`src/rtl/DesignPkg.sv`:
```
// Shared design package: ciphertext type plus result-buffer sizing defaults.
package DesignPkg;

    typedef logic [127:0] text_t;

    localparam int AES_RESULT_DEPTH = 4;

    typedef logic [$clog2(AES_RESULT_DEPTH):0] result_cnt_t;

endpackage

```
`src/rtl/result_fifo_ram.sv`:
```
// DEPTH x 128 register array with one synchronous write port and one
// asynchronous (fall-through) read port.
module result_fifo_ram
    import DesignPkg::*;
#(
    parameter int DEPTH = AES_RESULT_DEPTH
) (
    input  logic                     clk,
    input  logic                     wr_en,
    input  logic [$clog2(DEPTH)-1:0] wr_addr,
    input  text_t                    wr_data,
    input  logic [$clog2(DEPTH)-1:0] rd_addr,
    output text_t                    rd_data
);

    text_t mem [DEPTH];

    // Contents are never cleared; only occupancy tracking resets.
    always_ff @(posedge clk) begin
        if (wr_en) begin
            mem[wr_addr] <= wr_data;
        end
    end

    assign rd_data = mem[rd_addr];

endmodule

```
`src/rtl/aes_result_buffer.sv`:
```
// Result FIFO on the AES core output: captures final_text on each rising edge of
// finished_encrypt and streams it out over valid/ready. Optional AES_RESULT_CNT_EN
// adds a 32-bit count of accepted results.
module aes_result_buffer
    import DesignPkg::*;
#(
    parameter int DEPTH = AES_RESULT_DEPTH
) (
    input  logic                   clk,
    input  logic                   reset,
    input  logic                   finished_encrypt,
    input  text_t                  final_text,
    output logic                   buffer_space,
    output logic                   out_valid,
    output text_t                  out_text,
    input  logic                   out_ready,
    output logic [$clog2(DEPTH):0] count,
    output logic                   overflow
`ifdef AES_RESULT_CNT_EN
    ,
    output logic [31:0]            result_total
`endif
);

    localparam int PW = $clog2(DEPTH);
    localparam int CW = PW + 1;
    localparam logic [CW-1:0] DEPTH_C = CW'(DEPTH);

    // Stream handshake: a transfer happens on a clock edge where out_valid and
    // out_ready are both high; out_text is stable while out_valid is high and
    // out_ready is low.

    logic          fin_q;
    logic [PW-1:0] wr_ptr;
    logic [PW-1:0] rd_ptr;
    logic          capture;
    logic          full;
    logic          pop;
    logic          push;
    logic          drop;
    logic [CW-1:0] count_next;

    assign capture   = finished_encrypt & ~fin_q;
    assign full      = (count == DEPTH_C);
    assign out_valid = (count != '0);
    assign pop       = out_valid & out_ready;
    // A full buffer still accepts a result when the head leaves in the same cycle.
    assign push      = capture & (~full | pop);
    assign drop      = capture & full & ~pop;

    always_comb begin
        count_next = count;
        if (push && !pop) begin
            count_next = count + CW'(1);
        end else if (pop && !push) begin
            count_next = count - CW'(1);
        end
    end

    always_ff @(posedge clk) begin
        if (reset) begin
            fin_q        <= 1'b0;
            wr_ptr       <= '0;
            rd_ptr       <= '0;
            count        <= '0;
            buffer_space <= 1'b1;
            overflow     <= 1'b0;
        end else begin
            fin_q        <= finished_encrypt;
            count        <= count_next;
            buffer_space <= (count_next < DEPTH_C);
            if (push) begin
                wr_ptr <= wr_ptr + PW'(1);
            end
            if (pop) begin
                rd_ptr <= rd_ptr + PW'(1);
            end
            if (drop) begin
                overflow <= 1'b1;
            end
        end
    end

`ifdef AES_RESULT_CNT_EN
    always_ff @(posedge clk) begin
        if (reset) begin
            result_total <= '0;
        end else if (push) begin
            result_total <= result_total + 32'd1;
        end
    end
`endif

    result_fifo_ram #(
        .DEPTH (DEPTH)
    ) u_ram (
        .clk     (clk),
        .wr_en   (push & ~reset),
        .wr_addr (wr_ptr),
        .wr_data (final_text),
        .rd_addr (rd_ptr),
        .rd_data (out_text)
    );

endmodule

```
`config.mk`:
```
export PLATFORM = sky130hd
export DESIGN_NAME = aes_result_buffer
export DESIGN_NICKNAME = d
export VERILOG_FILES = /design/src/rtl/DesignPkg.sv /design/src/rtl/result_fifo_ram.sv /design/src/rtl/aes_result_buffer.sv
export SDC_FILE = /design/constraint.sdc
export NUM_CORES = 1
export LEC_CHECK = 0
export ABC_AREA = 1
export BUFFER_PORTS_ARGS = -buffer_cell sky130_fd_sc_hd__buf_2
export CELL_PAD_IN_SITES_DETAIL_PLACEMENT = 0
export CELL_PAD_IN_SITES_GLOBAL_PLACEMENT = 1
export CORE_MARGIN = 2
export CORE_UTILIZATION = 51
export CTS_CLUSTER_SIZE = 24
export DETAILED_ROUTE_END_ITERATION = 8
export PLACE_DENSITY = 0.94
export SYNTH_ARGS = -nofsm -noshare
export SYNTH_HDL_FRONTEND = slang
export SYNTH_SLANG_ARGS = --single-unit
```
`constraint.sdc`:
```
create_clock -name clk -period 13.7 [get_ports clk]
set_clock_uncertainty 0.1 [all_clocks]
set_input_delay 2.055 -clock clk [delete_from_list [all_inputs] [get_ports clk]]
set_output_delay 2.055 -clock clk [all_outputs]
set_load 0.02 [all_outputs]
```
### Yosys cells after proc, flatten, opt, wreduce, memory -nomap -nowiden

Memory sizes are Yosys's and may differ from the RTL's. A register that Yosys moved wholly into a read port is not among the register bits.
Cells that the tools add are included.

| cells by class | value |
|---|---|
| add/sub/neg operators | 4 |
| $lt $le $gt $ge | 1 |
| eq/ne operators | 1 |
| muxes and demuxes | 6 |
| bitwise operators | 11 |
| reductions and logical operators | 5 |

Operator list:

| cell | number |
|---|---|
| 1-bit AND | 6 |
| 3-bit 2-to-1 mux | 2 |
| 2-bit by 1-bit adder with 2-bit output (second input constant) | 2 |
| 2-bit 2-to-1 mux | 2 |
| 1-bit NOT | 4 |
| 3-bit by 1-bit adder with 3-bit output (second input constant) | 1 |
| 3-bit == test (second input constant) | 1 |
| 3-bit < comparator (second input constant) | 1 |
| 3-bit nonzero test | 1 |
| 3-bit by 1-bit subtractor with 3-bit output (second input constant) | 1 |
| 1-bit logical AND | 2 |
| 1-bit zero test | 2 |
| 1-bit 2-to-1 mux | 2 |
| 1-bit OR | 1 |

| word-level totals | value |
|---|---|
| register bits after elaboration | 10 |
| RAM bits | 512 |
| bits of input ports | 132 |
| output and inout bits | 134 |
| memories | 1 |

Memories:

| name | depth | bits a word | read ports | clocked after memory_dff | write ports | line | RTL |
|---|---|---|---|---|---|---|---|
| u_ram.mem | 4 | 128 | 1 | 1 | 1 | result_fifo_ram.sv:16 | `text_t mem [DEPTH];` |

### Longest topological paths before layout

Gate-level depths: netlist (run 1).

| depth | value |
|---|---|
| depth in word-level cells | 9 |
| depth in mapped cells | 10 |
| mapped depth without buffers | 10 |

### Modules after synthesis

Synthesis (run 1) repeated with hierarchy kept, for this count alone.

| unflattened totals | value |
|---|---|
| cells, all modules | 2082 |
| area, all modules | 22186.3 um^2 |

By module, submodules not included:

| module | times used | cells an instance | area an instance (um^2) |
|---|---|---|---|
| result_fifo_ram | 1 | 2014 | 21658.3 |
| aes_result_buffer | 1 | 68 | 528.0 |

### Least setup slack after synthesis (run 1)

No wires, ideal clock.

| timing path | value |
|---|---|
| path type | input to register |
| from | in finished_encrypt |
| to | mem u_ram.mem[0][0] (netlist name), enable pin |
| library setup time | 0.617 ns |
| arrival | 7.792 ns |
| required time | 12.983 ns |
| slack | 5.192 ns |
| cell stages on the path | 6 |
| path buffers | 0 |
| cells stage by stage | nand2_1 inv_1 nand2_1 inv_2 nand2_1 nor2_1 |

| on the way | value |
|---|---|
| word-level cells in the longest chain between the ends | 5 |

Ends and longest elaborated chain:

| item | line | RTL |
|---|---|---|
| start: declaration | aes_result_buffer.sv:11 | `input logic finished_encrypt,` |
| 1-bit AND | aes_result_buffer.sv:43 | `assign capture = finished_encrypt & ~fin_q;` |
| 1-bit AND | aes_result_buffer.sv:48 | `assign push = capture & (~full \| pop);` |
| 1-bit AND | aes_result_buffer.sv:98 | `.wr_en (push & ~reset),` |
| 1-bit 2-to-1 mux | result_fifo_ram.sv:20 | `if (wr_en) begin` |
| 1-bit 2-to-1 mux (not written as such) | result_fifo_ram.sv:21 | `mem[wr_addr] <= wr_data;` |
| end: declaration | result_fifo_ram.sv:16 |  |

No other way between the ends.

==> metrics list, run 1 <==
- In this run, placement finished with an instance count of 2032.
- Utilization of the core after routing: 59.8%
- Max cap viols: 0
* Critical-path top delay cell: sky130_fd_sc_hd__buf_4
- Critical path capture point type: primary output
- Horizontal die dimension: slightly above 200 um
- For the final routed database, the setup TNS stands at 0 ns.
- Most frequently used cell type in the post-synthesis netlist: sky130_fd_sc_hd__edfxtp_1
- Largest vdd supply drop: about 0.00019 V
- From synthesis to final layout, the design area changed by 15.6%.
- Tot GR Track Use: 20.4%
- 266 I/O pins were placed.
- Wire length of the first global-routing pass: ~65 mm
* Most common library cells after synthesis: sky130_fd_sc_hd__edfxtp_1 (512), sky130_fd_sc_hd__nor2_1 (227), sky130_fd_sc_hd__o21ai_0 (144)
- Result of the run: complete, no violations
- Resized cells post-CTS: 0
* Die Outline Area: between 0.04 and 0.05 mm2
* Setup crit start kind: flip-flop
- The critical path contains buffers and inverters numbering 3 combined.
- Relative slew margins: a little over a fifth
* Cell leakage power: slightly below 8 nW
* Fraction of synthesized cell area in xor and xnor cells: less than 1%
* Ratio of final minimum period to clock period: slightly above 40%
- The initialized floorplan defines between 70 and 80 standard-cell rows.
* Worst-Margin Slew: about 1.2 ns
- Clock-pin slew was measured on the worst setup and hold paths at 0.06 ns.
- At the end of routability-driven placement, the weighted congestion stood at 0.766.
- Proportion of synthesized flip-flops having asynchronous set or reset: 0%
- Multiplexer fraction of the synthesized cell area: 0%
- The worst register-to-register path has a depth of 8.
- Simple logic cell fraction of the synthesized area: 6.05%
* Origin of the critical flop-to-flop path: count[0]
- Setup repair after global routing left no endpoint under its margin.
* Post-synth top flop: sky130_fd_sc_hd__edfxtp_1
- In this run the tool buffered the top-level ports with 265 buffer cells.
* Fraction of layout cells with a size suffix above 1: ~27%
* Initial standard-cell utilization of the core: about half
* Critical Path, Cell by Cell: inv_8 -> buf_4 -> o21ai_0 -> o22ai_1 -> buf_2
- The synthesized design contains 512 enable-type register cells.
- Terminus of the critical flop-to-flop path: u_ram.mem[0][9]
- Worst setup path endpoint: out_text[118]
* HPWL Detailed: about 23 mm
- The worst path in the final design needs a cycle of 5.68 ns, including I/O delays and setup.
* Flop and latch count out of synthesis: 524
- The root buffer cell chosen for the clock tree is sky130_fd_sc_hd__clkbuf_16.
- Endpoints failing setup: 0
- After the first detailed-routing iteration, the DRC count stood at around 900.
- Maximum number of buffers from clock root to sink: 3
- The mapped netlist covers ~0.02 mm2.
- The initial antenna violation count is 10.
- The count of nets left with antenna violations once routing finished came out at 0.
- The number of nets handed over by synthesis was 1461.
- Instance count along the most critical hold path: 1
- Total power density per cell area: 171 mW/mm2
- Entering global routing, the biggest net connects roughly 190 pins.
- Clock tree synthesis inserted a total of 50 buffers.
* Yosys warnings: 0
- Setup slack on the worst reg-to-reg path comes out at just over 10 ns.
- Final hold viol count: 0
* TritonCTS clock tree: done
- Fraction of the mapped netlist area in compound gates: 11.9%
- The average instance in the mapped netlist occupies 15.1 um2.
- The region available for standard cell placement spans ~0.039 mm2.
- Critical path's largest stage delay: roughly 0.92 ns
- Data on the critical path is required at its endpoint by 11.55 ns.
- Max Freq: between 0.15 and 0.2 GHz
- Post-synthesis instance total: roughly 1.3k
- Number of buffers added to fix hold violations after cts: 0
- Ratio of routed vias to standard cells: between 5 and 6
- Total overflow reported by the global router: 0
- Grouping stages by cell kind, the critical path spends the most delay in buffers and inverters.
* Total power consumption of the routed design: 3.95 mW
- The share of synthesized area in the top cell type comes to between 70% and 80%.
* Total routed wirelength: roughly 42 mm
- Main combinational cell family by area after synthesis: compound AO/OA/AOI/OAI gates
- Vias after detailed routing: 11.9k
- Area contributors post-synth: sky130_fd_sc_hd__edfxtp_1 (77%), sky130_fd_sc_hd__nor2_1 (4.3%), sky130_fd_sc_hd__o21ai_0 (3.6%)
- Layout fillers: approximately 2.8k
- In this run the post-CTS setup repair buffer count came out at 0.
- The worst path meets setup with around 8 ns of slack.
* Die Y-Extent: 202 um
- Counting distinct cell types in the post-synthesis netlist gives 25.
- Number of global-route vias before repair: 12.0k
- Fraction of the yosys area taken by sequential cells: 78.2%
- # clock sinks: approximately 520
- Layout Nets: around 1.7k
* Adder and majority gate portion of the synthesized area: 0.439%
- The H-tree was split into 2 levels.
* Worst path arrival time: 3.52 ns
- sky130_fd_sc_hd__edfxtp_1 takes more of the synthesized area than any other cell.
* Final cell count without fillers: roughly 2.1k
- Number of logic stages on the critical path including buffering: 5
- Remaining DRCs: 0
* Length of the first detailed-routing pass in iterations: 5
- Final number of max-transition violations: 0
- In this run the worst path has a maximum fanout of 157.
* Placement Setup Slack: 8.57 ns
* Clock insertion delay at the later pin of the skew report: roughly 0.57 ns
- Average wire length per cell after detail routing: 19.8 um
* WS Path Type: flip-flop to primary output
* Worst hold path class: flip-flop to flip-flop
==> placed cells by master, fill, tap and decap left out, types with 7 or more instances in the layout <==
cell,instances
sky130_fd_sc_hd__o22ai_1,88
sky130_fd_sc_hd__clkinv_2,9
sky130_fd_sc_hd__diode_2,9
sky130_fd_sc_hd__buf_2,265
sky130_fd_sc_hd__nor2_1,223
sky130_fd_sc_hd__buf_4,10
sky130_fd_sc_hd__nand2_1,16
sky130_fd_sc_hd__o22ai_2,40
sky130_fd_sc_hd__nor2_2,40
sky130_fd_sc_hd__clkbuf_16,53
sky130_fd_sc_hd__o21ai_1,115
sky130_fd_sc_hd__edfxtp_1,512
sky130_fd_sc_hd__clkinv_1,11
sky130_fd_sc_hd__dfxtp_1,10
sky130_fd_sc_hd__nand3_1,8
sky130_fd_sc_hd__o21ai_0,144
sky130_fd_sc_hd__ha_1,7
sky130_fd_sc_hd__clkbuf_1,12
sky130_fd_sc_hd__inv_1,15
==> flip-flops by register name, indices dropped and copies added (netlist names), named ones only <==
name	count
wr_ptr	2
fin_q	1
overflow	1
rd_ptr	2
count	2
u_ram.mem	512
buffer_space	1
==> worst register-to-register path, delay by kind of cell, from the launching register on <==
family                     cells  cell delay (ns)
adders and majority gates      1             0.25
buffers and inverters          3             0.97
DFF                            1             0.35
and+or+nand+nor                4             1.30
==> where the power goes <==
part,switching (mW),total (mW),internal [mW],leakage [nW]
Clock,0.550,1.31,0.759,0.766
Combinational,0.555,0.793,0.238,2.45
Sequential,0.0376,1.85,1.81,4.74
==> how the worst min path moves through the flow <==
stage                         start        end
after floorplan           rd_ptr[0]  flip-flop
after global placement    rd_ptr[0]  rd_ptr[0]
after detailed placement  rd_ptr[0]  rd_ptr[0]
after CTS                 rd_ptr[0]  rd_ptr[0]
after global routing       overflow   overflow
final                     rd_ptr[0]  rd_ptr[0]
==> area by class of cell <==
class                           instances  area, um2  area share, %
Antenna cell                            9       22.5         0.0975
Multi-Input combinational cell        695       3730           16.2
Sequential cell                       524      15600           67.7
Clock buffer                           65       1370           5.94
Clock inverter                         25        193          0.834
Timing Repair Buffer                  276       1420           6.16
Inverter                               19       83.8          0.363
Tap cell                              518        648           2.81
==> routing by layer <==
metal / vias to the layer above / routed length, um / track usage [%]
met5: - / 52 / 0
met3: 65 / 3280 / 5.11
met2: 391 / 20600 / 33.8
li1: 5486 / - / -
met4: 8 / 817 / 7.01
met1: 5902 / 17500 / 26.4
==> per-stage QoR <==
stage / hold slack, ns / area [um2]
after floorplan: 0.347 / 20000
after global placement: 0.357 / 21500
after detailed placement: 0.369 / 21500
after CTS: 0.382 / 23100
after global routing: 0.409 / 23100
final: 0.378 / 23100
==> cell families after synthesis <==
logic type | count (synthesis)
flops | 524
simple gates | 292
xor+xnor | 2
compound gates | 394
buf+inv | 103
fa+ha+maj | 7
No activity file was read; power rests on OpenSTA's default activity.
==> run 2, diff against run 1 <==
CORE_UTILIZATION = 43   (was 51)
PLACE_DENSITY = 0.85   (was 0.94)
clock period = 4.8 ns   (was 13.7 ns; I/O delays follow)
==> metrics list, run 2 (synthesis gave the netlist of run 1 again) <==
- Average wire length per cell after detail routing: 19.0 um (-3.9%)
- The routed design could run at a clock period as short as about 3.7 ns.
- The starting DRC count in detailed routing came to 797 (-11%).
- The clock buffer count from CTS was 52 (+4.0%).
- Final number of max-transition violations: 0 (unchanged)
- The library cells used most frequently in the layout, excluding fill and tap cells, are sky130_fd_sc_hd__edfxtp_1 (512), sky130_fd_sc_hd__buf_2 (265), sky130_fd_sc_hd__nor2_1 (223), sky130_fd_sc_hd__o21ai_0 (144), sky130_fd_sc_hd__o21ai_1 (115).
- The worst register-to-register path ends at u_ram.mem[0][61].
* Total routed wirelength: 42.2 mm (-0.13%)
* Maximum number of buffers from clock root to sink: 3 (unchanged)
* Setup repair after global routing missed its margin: false
- Largest vdd supply drop: 0.000356 V (+91%)
- The initial antenna violation count was 8 (-2).
* Wire length of the first global-routing pass: 63.6 mm (-1.7%)
- The final cell utilization of the core came to 51.1% (-8.7 points).
- The depth of the CTS H-tree came to 2 (unchanged).
- Critical path capture point type: primary output
* Worst hold path class: input port to flip-flop
* Initial standard-cell utilization of the core: 43.8% (-7.9 points)
- The endpoint arrival time on the critical path was 2.88 ns (-0.64 ns).
* Total overflow reported by the global router: 0 (unchanged)
- The highest net fanout along the worst path is 128 (-18%).
* Placed cell areas: 0.0217 mm2 (+0.97%)
* Remaining DRCs: 0 (unchanged)
- Core region area: 0.0456 mm2 (+18%)
* Layout fillers: 3716 (+31%)
- The cell depth of the worst hold path came to 1 (unchanged).
- Ratio of final minimum period to clock period: roughly 77%
- Number of top-level design ports: 266 (unchanged)
- The logic depth of the worst register-to-register path was 8 (unchanged).
- Placement Setup Slack: 1.66 ns (-6.91 ns)
- The transition at the pin with the smallest max-transition slack was 1.09 ns (-0.0823 ns).
- HPWL Detailed: 23.1 mm (+1.2%)
- In this run the critical register-to-register path is launched from count[0].
- The number of hold buffers added after CTS was 0 (unchanged).
- Worst reg2reg setup slack: 1.99 ns (-8.28 ns)
* Final hold viol count: 0 (unchanged)
* Post-layout instance area: 0.0233 mm2 (+0.83%)
* Total power consumption of the routed design: 11.3 mW (+190%)
- Max Freq: ~0.27 GHz
* Total power density per cell area: 484 mW/mm2 (+180%)
- TritonCTS built the clock tree.
* Relative slew margins: 27.1% (+5.5 points)
* Layout Nets: 1711 (+0.35%)
* Cell chosen for the clock root: sky130_fd_sc_hd__clkbuf_16
- The number of port buffers was 265 (unchanged).
- Final cell count without fillers: 2215 (+3.9%)
- In this run the most critical hold path is launched from final_text[33].
- Routed Antenna Nets: 0 (unchanged)
- The total instance count after detailed placement is 2118 (+4.2%).
- Fraction of layout cells with a size suffix above 1: 27.3% (+0.16 points)
- The via count of the routed design was 11.8k (-0.23%).
* Max cap viols: 0 (unchanged)
- Setup crit start kind: flip-flop
- The required time of the worst setup path came to 3.98 ns (-7.57 ns).
* Clock insertion delay at the later pin of the skew report: 0.57 ns (about the same)
* Largest register FFs: 512 (unchanged)
* Worst hold endpoint: u_ram.mem[3][33]
- Leaving out fill and tap cells, the most frequent cell in the layout is sky130_fd_sc_hd__edfxtp_1.
* # clock sinks: 524 (unchanged)
- The number of global-route vias before repair is 11.6k (-2.9%).
- The first-pass detailed-route iteration total was 5 (unchanged).
- Pin count of the biggest net entering global routing: 150 (-21%)
- Resized cells post-CTS: 0 (unchanged)
- Number of buffers added for setup after CTS: 0 (unchanged)
- The critical path in this run is classified as flip-flop to primary output.
- The total setup violations reported at the end of the flow came to 0 (unchanged).
* Result of the run: complete, no violations
- The number of rows created at floorplan is 78 (+8.3%).
* Largest register by flop count: u_ram.mem
- Clock transition at the registers of the reported paths: 0.06 ns (about the same)
* Die Y-Extent: 219 um (+8.7%)
- The number of vias per cell after detailed routing was 5.34 (-4.0%).
* Global placement routability congestion: 0.729 (-4.8%)
- The all-layer global routing usage is 17.1% (-3.3 points).
- Horizontal die dimension: 219 um (+8.7%)
- The static leakage was 7.99 nW (+0.49%).
- Die Outline Area: 0.0482 mm2 (+18%)
* Minimum setup slack in the final design: 1.10 ns (-6.93 ns)
* Synthesis-to-layout area growth: 16.6%
==> run 2: cell count changes in the layout (fill, tap and decap cells not counted), sizes merged <==
cell    previous run  this run
diode              9         2
buf              276       280
clkinv            21        25
clkbuf            65        67
bufinv             3         2
==> run 2: metal layers <==
metal  wire, um  up-vias  track usage (%)
met1      17200     5843             21.6
li1           -     5496                -
met5         89        -                0
met4        846       14             4.59
met2      20600      391             28.8
met3       3390       81             5.11
==> run 2: critical path, stage by stage (launching register included) <==
cell and delay (ns):
sky130_fd_sc_hd__dfxtp_4 0.60, sky130_fd_sc_hd__inv_6 0.90, sky130_fd_sc_hd__o21ai_1 0.18, sky130_fd_sc_hd__o22ai_1 0.30
sky130_fd_sc_hd__buf_2 0.24
==> run 2: per-stage QoR <==
step           hold slack, ns  TNS, ns
3_3_place_gp            0.358        0
4_1_cts                 0.201        0
2_1_floorplan           0.347  -172.90
3_5_place_dp            0.373        0
5_1_grt                 0.221        0
6_report                0.255        0
==> run 2: layout make-up <==
type	instances	area [um2]	share of cell area (%)
Inverter	19	83.8	0.360
Clock buffer	67	1380	5.92
Clock inverter	28	188	0.806
Antenna cell	2	5.00	0.0215
Tap cell	600	751	3.22
Sequential cell	524	15600	67.1
Timing Repair Buffer	280	1530	6.56
Multi-Input combinational cell	695	3730	16.0
==> run 2: how the worst max path moves through the flow <==
stage                    from               to  slack [ns]  cells after the start
finish              flip-flop     out_text[47]        1.10                      4
global route        flip-flop     out_text[47]        0.86                      4
CTS                 flip-flop     out_text[47]        1.03                      4
detailed placement  flip-flop     out_text[47]        1.66                      4
global placement    flip-flop     out_text[47]        1.70                      4
floorplan            count[0]  u_ram.mem[0][0]       -0.34                      7
==> run 2: where the power goes <==
group          switching, mW  internal (mW)  leakage, nW
sequential            0.0892           5.18         4.74
clock                   1.59           2.13        0.766
combinational           1.59          0.694         2.49
